$ cat src/rtl/ccw_rcv_pkg.sv
// Shared types and helpers for the CCW receive path.
// State encodings, the generator's default frame length and a saturating counter step.
package ccw_rcv_pkg;

    typedef enum logic [1:0] {
        CCWR_STATE_IDLE = 2'd0,
        CCWR_STATE_DATA = 2'd1,
        CCWR_STATE_DROP = 2'd2
    } ccwr_state_e;

    // Frame length the CCW generator emits by default.
    localparam int CCW_LEN = 4;

    function automatic logic [7:0] sat_inc8(input logic [7:0] v);
        return (v == 8'hFF) ? v : v + 8'd1;
    endfunction

endpackage

$ cat src/rtl/ccw_rcv_timer.sv
// Inter-byte gap counter: clear wins over enable.
// 'expire' flags the cycle in which the count would reach TIMEOUT.
module ccw_rcv_timer #(
    parameter int TIMEOUT = 255
) (
    input  logic clk,
    input  logic n_rst,
    input  logic clr,
    input  logic en,
    output logic expire
);

    localparam int TW = $clog2(TIMEOUT + 1);

    logic [TW-1:0] cnt;

    // NOTE: sequential state is updated with non-blocking assignments so every
    // flop samples pre-edge values regardless of block ordering.
    always_ff @(posedge clk) begin
        if (!n_rst) begin
            cnt <= '0;
        end else if (clr) begin
            cnt <= '0;
        end else if (en) begin
            cnt <= cnt + TW'(1);
        end
    end

    // A strobe in the expiring cycle clears the timer, so it also suppresses expiry.
    assign expire = en && !clr && (cnt == TW'(TIMEOUT - 1));

endmodule

$ cat src/rtl/ccw_rcv.sv
// CCW link receiver: length byte N then N payload bytes into a local buffer,
// held for the consumer until ccw_ack; flags length, timeout and overrun errors.
module ccw_rcv
    import ccw_rcv_pkg::*;
#(
    parameter int MAX_LEN = 16,
    parameter int TIMEOUT = 255
) (
    input  logic       clk,
    input  logic       n_rst,
    input  logic [7:0] rx_d,
    input  logic       rx_d_rdy,
    output logic       ccw_rdy,
    output logic [7:0] ccw_len,
    input  logic [7:0] rd_addr,
    output logic [7:0] rd_data,
    input  logic       ccw_ack,
    output logic       rx_busy,
    output logic       err_len,
    output logic       err_timeout,
    output logic       err_overrun,
    output logic [7:0] err_cnt
);

    localparam int AW = (MAX_LEN > 1) ? $clog2(MAX_LEN) : 1;

    ccwr_state_e state, state_next;
    logic [7:0]  len_r;
    logic [7:0]  idx;
    logic [7:0]  drop_cnt;
    logic [7:0]  mem [MAX_LEN];

    logic len_legal, len_bad, overrun, accept, wr_en, done, expire;

    ccw_rcv_timer #(.TIMEOUT(TIMEOUT)) u_timer (
        .clk    (clk),
        .n_rst  (n_rst),
        .clr    (rx_d_rdy || (state == CCWR_STATE_IDLE)),
        .en     (state != CCWR_STATE_IDLE),
        .expire (expire)
    );

    assign len_legal = (rx_d != 8'd0) && (rx_d <= 8'(MAX_LEN));

    // NOTE: every always_comb output gets a default first so no path infers a latch.
    always_comb begin
        state_next = state;
        len_bad    = 1'b0;
        overrun    = 1'b0;
        accept     = 1'b0;
        wr_en      = 1'b0;
        done       = 1'b0;
        case (state)
            CCWR_STATE_IDLE: begin
                if (rx_d_rdy) begin
                    if (!len_legal) begin
                        len_bad = 1'b1;
                    end else if (!ccw_rdy || ccw_ack) begin
                        accept     = 1'b1;
                        state_next = CCWR_STATE_DATA;
                    end else begin
                        overrun    = 1'b1;
                        state_next = CCWR_STATE_DROP;
                    end
                end
            end
            CCWR_STATE_DATA: begin
                if (rx_d_rdy) begin
                    wr_en = 1'b1;
                    if (idx == len_r - 8'd1) begin
                        done       = 1'b1;
                        state_next = CCWR_STATE_IDLE;
                    end
                end else if (expire) begin
                    state_next = CCWR_STATE_IDLE;
                end
            end
            CCWR_STATE_DROP: begin
                if (rx_d_rdy) begin
                    if (drop_cnt == 8'd1) state_next = CCWR_STATE_IDLE;
                end else if (expire) begin
                    state_next = CCWR_STATE_IDLE;
                end
            end
            default: state_next = CCWR_STATE_IDLE;
        endcase
    end

    always_ff @(posedge clk) begin
        if (!n_rst) begin
            state       <= CCWR_STATE_IDLE;
            len_r       <= 8'd0;
            idx         <= 8'd0;
            drop_cnt    <= 8'd0;
            ccw_rdy     <= 1'b0;
            ccw_len     <= 8'd0;
            err_len     <= 1'b0;
            err_timeout <= 1'b0;
            err_overrun <= 1'b0;
            err_cnt     <= 8'd0;
        end else begin
            state       <= state_next;
            err_len     <= len_bad;
            err_overrun <= overrun;
            err_timeout <= expire;
            if (len_bad || overrun || expire) err_cnt <= sat_inc8(err_cnt);

            if (accept) begin
                len_r <= rx_d;
                idx   <= 8'd0;
            end else if (wr_en) begin
                idx <= idx + 8'd1;
            end

            if (overrun) begin
                drop_cnt <= rx_d;
            end else if (state == CCWR_STATE_DROP && rx_d_rdy) begin
                drop_cnt <= drop_cnt - 8'd1;
            end

            // Completion comes after release so a new frame always wins the edge.
            if (ccw_ack && ccw_rdy) begin
                ccw_rdy <= 1'b0;
                ccw_len <= 8'd0;
            end
            if (done) begin
                ccw_rdy <= 1'b1;
                ccw_len <= len_r;
            end
        end
    end

    // NOTE: the payload buffer carries no reset; its contents are masked by ccw_len.
    always_ff @(posedge clk) begin
        if (wr_en) mem[idx[AW-1:0]] <= rx_d;
    end

    assign rd_data = (rd_addr < ccw_len) ? mem[rd_addr[AW-1:0]] : 8'h00;
    assign rx_busy = (state != CCWR_STATE_IDLE);

endmodule

$ cat config.mk
export PLATFORM = sky130hd
export DESIGN_NAME = ccw_rcv
export DESIGN_NICKNAME = d
export VERILOG_FILES = /design/src/rtl/ccw_rcv_pkg.sv /design/src/rtl/ccw_rcv_timer.sv /design/src/rtl/ccw_rcv.sv
export SDC_FILE = /design/constraint.sdc
export NUM_CORES = 1
export LEC_CHECK = 0
export BUFFER_PORTS_ARGS = -buffer_cell sky130_fd_sc_hd__buf_4
export CAP_MARGIN = 20
export CORE_MARGIN = 1.5
export CORE_UTILIZATION = 54
export DETAILED_ROUTE_END_ITERATION = 8
export GPL_TIMING_DRIVEN = 0
export PLACE_DENSITY = 0.85
export SYNTH_ARGS = -nofsm -noshare
export SYNTH_HDL_FRONTEND = slang
export SYNTH_SLANG_ARGS = --single-unit
$ cat constraint.sdc
create_clock -name clk -period 2.7 [get_ports clk]
set_clock_uncertainty 0.2 [all_clocks]
set_input_delay 0.135 -clock clk [delete_from_list [all_inputs] [get_ports clk]]
set_output_delay 0.135 -clock clk [all_outputs]
set_load 0.02 [all_outputs]
# Yosys cells after proc, flatten, opt, wreduce, memory -nomap -nowiden
# Memory sizes are Yosys's and may differ from the RTL's.
# Index checks and enable logic that the tools add are counted.
[word_totals]
input_bits = 20
reg_bits = 54
mem_count = 1
word_cells = 85
latch_bits = 0
out_inout_bits = 29
rom_bits = 0
ram_bits = 128
[mem_list]
columns = ["name", "words", "width", "rd", "rd_clocked_by_memory_dff", "wr", "line_no", "source"]
rows = [
  ["mem", 16, 8, 1, 0, 1, "ccw_rcv.sv:31", "logic [7:0] mem [MAX_LEN];"],
]
[op_classes]
n_mux = 34
n_shift = 0
n_bitwise = 2
order_cmp = 2
eq_ne = 10
reduce_logical = 20
mul = 0
n_addsub = 5
div = 0
[ops]
columns = ["cell", "count"]
rows = [
  ["$mux W8", 5],
  ["$add A8 B1 Y8 const B", 3],
  ["$mux W1", 20],
  ["$eq A8 B8 Y1 const B", 2],
  ["$mux W2", 8],
  ["$sub A8 B1 Y8 const B", 2],
  ["$eq A8 B1 Y1 const B", 1],
  ["$eq A8 B8 Y1", 1],
  ["$le A8 B5 Y1 const B", 1],
  ["$lt A8 B8 Y1", 1],
  ["$reduce_bool A8 Y1", 1],
  ["$ne A3 B3 Y1 const B", 2],
  ["$pmux W2 S3", 1],
  ["$reduce_bool A2 Y1", 3],
  ["$logic_and A1 B1 Y1", 5],
  ["$logic_or A1 B1 Y1", 4],
  ["$ne A2 B2 Y1 const B", 2],
  ["$reduce_and A4 Y1", 1],
  ["$reduce_or A2 Y1", 2],
  ["$eq A2 B1 Y1 const B", 1],
  ["$eq A2 B2 Y1 const B", 1],
  ["$logic_not A1 Y1", 2],
  ["$logic_not A2 Y1", 1],
  ["$not A1 Y1", 2],
  ["$reduce_and A2 Y1", 1],
]

# Depth between registers and ports, before layout
[logic_depth]
word_depth = 9
ltp_mapped = 9
depth_no_buf = 8

# Modules after synthesis
# Synthesis repeated with hierarchy kept, for this count alone.
[unflattened]
hier_cells = 540
area_unflattened_um2 = 7843.8
[by_module_without_submodules]
columns = ["mod", "area_per_inst_um2", "n_inst", "seq_area_each_um2", "cells_per_inst"]
rows = [
  ["ccw_rcv", 7467.2, 1, 4764.6, 497],
  ["ccw_rcv_timer", 376.6, 1, 160.2, 43],
]

# Worst setup path after synthesis
# No wires, ideal clock.
[synth_timing]
path_type = "flip-flop to flip-flop"
startpoint = "register len_r[0]"
endpoint = "register ccw_len[1]"
path_buffers = 1
setup_ns = 0.069
arrival_time_ns = 2.246
period_less_slack_ns = 2.515
slack_ns = 0.185
path_stages_with_launch = 10
required_ns = 2.431
cell_sequence = "dfxtp_1 -> inv_1 -> ha_1 -> or3b_1 -> or4_1 -> a22oi_2 -> nand4_1 -> buf_6 -> or2_1 -> a21oi_2"
[synth_between]
elab_chain_len = 6
elab_cells_between_ends = 7
classes_between = "1 x add/sub; 1 x eq/ne; 4 x mux; 1 x reduce/logical"
[synth_lines]
columns = ["element", "line_no", "source"]
rows = [
  ["from (decl)", "ccw_rcv.sv:28", "logic [7:0] len_r;"],
  ["from (signal assigned)", "ccw_rcv.sv:109", "len_r <= rx_d;"],
  ["$sub A8 B1 Y8 *", "ccw_rcv.sv:70", "if (idx == len_r - 8'd1) begin"],
  ["$eq A8 B8 Y1 *", "ccw_rcv.sv:70", ""],
  ["$mux W1 *", "ccw_rcv.sv:70", ""],
  ["$mux W1 *", "ccw_rcv.sv:68", "if (rx_d_rdy) begin"],
  ["$mux W1 *", "ccw_rcv.sv:53", "case (state)"],
  ["$mux W8 / $reduce_bool A2 Y1 (equally long branches)", "-", ""],
  ["to (signal assigned)", "ccw_rcv.sv:128", "ccw_len <= len_r;"],
  ["to (decl)", "ccw_rcv.sv:14", "output logic [7:0] ccw_len,"],
]
# Every way passes the cells marked *; elsewhere a longest branch is shown, timed or not.
# A chain may end at the register's enable or synchronous reset.

# Worst setup path after layout
[layout_timing]
startpoint = "register ccw_len[1]"
endpoint = "output port rd_data[3]"
[layout_between]
elab_chain_len = 2
[layout_lines]
columns = ["element", "line_no", "source"]
rows = [
  ["$lt A8 B8 Y1", "ccw_rcv.sv:138", "assign rd_data = (rd_addr < ccw_len) ? mem[rd_addr[AW-1:0]] : 8'h00;"],
  ["$mux W8", "ccw_rcv.sv:138", ""],
  ["to (decl)", "ccw_rcv.sv:16", "output logic [7:0] rd_data,"],
]
# No other way between the ends.

==> impl_metrics.ini <==
[setup_path]
cp.arrival_ns = 2.31
crit_path_top_delay_cell = dfxtp_1
reg2reg_slack_ns = 0.13
crit_path_end_kind = primary output
cp_cell_sequence = inv_1 -> ha_1 -> a21oi_1 -> nor2b_1 -> o2111ai_2 -> a31oi_4 -> nor3b_1 -> buf_4
r2r_cells = 9
reg2reg_from = len_r[0]
slowest_delay_ns = 0.37
worstPathRequired_ns = 2.37
path_class = register to primary output
cp_max_fo = 8
crit_buf_inv = 2
worstSetupStartpointType = register
crit_cells = 8
crit_family = compound AO/OA/AOI/OAI gates
r2r-end = ccw_len[1]

[routing]
drtIter0Drc = 446
vias_per_cell = 5.94
first_pass_iters = 5
wl_per_cell_um = 21.1
vias = 4799
drt_wl_total_um = 17000
ant_nets = 0
drc = 0

[synth]
synth_edf_count = 128
async_flop_share_pct = 0
synth_top_cell_area_share_pct = 49.0
synth_seq_cells = 182
synth_area_um2 = 7840
synth_top_cell_by_area = edfxtp_1
yosysSeqAreaShare_pct = 62.8
yosys_warnings = 0
avgSynthCellArea_um2 = 14.6
synth_area_leaders = edfxtp_1 (49%), dfxtp_1 (14%), mux4_2 (11%)
synth-main-ff-cell = edfxtp_1
ys_types = 50
synthTopCellsByCount = edfxtp_1 (128), nor2_1 (59), dfxtp_1 (54)
yosysMostFrequentCell = edfxtp_1
synth_cells = 535
syn_nets = 575

[status]
status = finished, final reports clean

[global_routing]
grt.met3_usage_pct = 4.94
grt_overflow = 0
grt_start_max_net_pins = 21
met2_usage_pct = 40.8
grt_pass1_vias = 4878
top_usage_layer = met2
grt_use_met1_pct = 29.7
antenna_found_initial = 0
grt_usage_pct = 23.9
grt_first_pass_wirelength_um = 26200

[power_and_ir_drop]
pwr-share-clk_pct = 40.3
max-vdd-ir-drop_uv = 494
switchingPower_mw = 1.31
p_leak_nw = 3.23
netSwitchingFraction_pct = 22.3
power_frac_comb_pct = 8.0
internal_power_mw = 4.57
power_density_nw_per_um2 = 641
p_seq_share_pct = 51.8

[min_path]
hold_path.class = input pin to register
hold_start = ccw_ack
holdPathEnd = ccw_len[6]
hold_depth = 4

[layout]
drive_gt1_share_pct = 23.9
syn_to_final_growth_pct = 17.1
instances_no_fill = 808
fill_cells = 926
regArea_um2 = 4930
nets = 655
diodes = 0
multi_input_area_um2 = 2770

[timing]
rsz0062_at_grt = yes
worstMarginPinSlew_ns = 1.02
fin_crit_ns = 2.64
hold_violations = 0
period_share_pct = 97.8
slew-limit-headroom_pct = 31.6
fmax_mhz = 379
holdWs_ns = 0.0730
final-setup-viol-count = 0
report.final.slew_viol_count = 0

[die]
die_area_um2 = 15200
die_y_um = 123
core-area_um2 = 14000
rows = 43
initial_core_util_pct = 55.8
pin_count = 49
die_x_um = 123

[cts]
cts_tree = built
clockRootBuffer = clkbuf_16
cts_buffers = 17
insertion_delay_ns = 0.43
cts_htree_levels = 4
numClockSinks = 182
cts.path.max_buffers = 2
clkTransAtPathRegs_ns = 0.06

[placement]
dp.cells = 764
place.gp.congestion = 0.800
portBuffers = 45
hpwl_um = 11300

[flow_run]
cap_violations = 0
==> routing by layer <==
layer / share of wire [%] / wire, um
met5: 0 / 0
met4: 3.1 / 524
met3: 5.6 / 950
met2: 50 / 8580
met1: 41 / 6980
==> layout by cell type (no fill, tap or decap), types with 3 or more instances in the layout <==
cell type | netlist | routed
a21oi_1 | 18 | 17
xor2_1 | 12 | 12
dlygate4sd3_1 | 0 | 10
ha_1 | 20 | 19
inv_1 | 18 | 16
nor3b_1 | 9 | 5
dfxtp_1 | 54 | 52
buf_4 | 0 | 46
mux2i_1 | 21 | 21
clkinvlp_4 | 0 | 4
clkbuf_16 | 0 | 17
o21ai_0 | 4 | 4
nand2b_1 | 11 | 11
clkinv_1 | 1 | 3
clkbuf_4 | 0 | 3
and3_1 | 7 | 7
nor3_1 | 7 | 7
nand2_1 | 21 | 21
nand4_1 | 8 | 8
edfxtp_1 | 128 | 128
nor3b_2 | 0 | 4
nand3_1 | 14 | 14
nor2b_1 | 7 | 7
xnor2_1 | 18 | 18
nor4_1 | 6 | 6
clkbuf_1 | 13 | 13
buf_2 | 3 | 5
nor2_1 | 59 | 59
mux4_2 | 40 | 40
==> logic make-up after synthesis <==
logic type,after synthesis,share of synthesized area [%]
flip-flops,182,62.8
AND/OR/NAND/NOR,165,10.7
multiplexers,61,14.2
buffers and inverters,40,2.68
AO/OA/AOI/OAI,37,3.00
XOR/XNOR,30,3.35
adder cells (fa/ha/maj),20,3.19
==> flip-flops by register name (all words and copies together), names as in the netlist <==
register / cells
err_cnt: 8
len_r: 8
ccw_len: 8
err_overrun: 1
ccw_rdy: 1
u_timer.cnt: 8
err_len: 1
drop_cnt: 8
mem: 128
state: 2
idx: 8
err_timeout: 1
==> worst min-delay path, delay by kind of cell <==
kind | cells | cell delay, ns
muxes | 1 | 0.08
buffers and inverters | 1 | 0.18
and+or+nand+nor | 1 | 0.08
AOI/OAI and AO/OA | 1 | 0.19
==> power by group through the flow <==
stage	logic, mW	registers (mW)	clock network, mW
finish	0.470	3.04	2.37
global route	0.506	3.05	2.50
CTS	0.462	3.05	2.39
detailed placement	0.439	3.10	0
global placement	0.415	3.10	0
floorplan	0.264	3.11	0
==> metrics by stage <==
step | util [%] | worst slack [ns] | TNS [ns] | total power, mW | area (um^2)
detailed placement | 60.0 | -0.318 | -1.91 | 3.54 | 8420
finish | 65.3 | 0.0588 | 0 | 5.88 | 9170
CTS | 64.9 | 0.00222 | 0 | 5.90 | 9110
global placement | 59.8 | -0.242 | -1.66 | 3.52 | 8400
global route | 65.3 | -0.0242 | -0.0564 | 6.05 | 9170
floorplan | - | 0.185 | 0 | 3.37 | 7840
==> what timing repair did <==
action                                  in CTS  in global routing
resized for setup                            6                 16
pin swaps                                    0                  5
setup buffers                                0                  1
cloned                                       0                  1
endpoints found under the setup margin       9                 24
hold endpoints to repair                   146                  0
hold buffers                                10                  0
==> worst max-delay path by stage <==
| stage | start | end | slack [ns] |
|---|---|---|---|
| after detailed placement | rd_addr[2] | rd_data[4] | -0.32 |
| after CTS | len_r[0] | ccw_len[1] | 0.002 |
| after global routing | ccw_len[1] | rd_data[0] | -0.02 |
| after floorplan | len_r[0] | ccw_len[1] | 0.19 |
| final | ccw_len[1] | rd_data[3] | 0.06 |
| after global placement | rd_addr[2] | rd_data[4] | -0.24 |
==> layout make-up <==
cell class | count | share of cell area [%]
buffer | 21 | 1.62
timing repair buffer | 61 | 5.13
multi-input combinational | 313 | 30.1
sequential | 182 | 53.7
clock buffer | 19 | 4.72
clock inverter | 13 | 1.42
tap | 180 | 2.45
inverter | 19 | 0.777
Power figures use the tool's default switching activity.
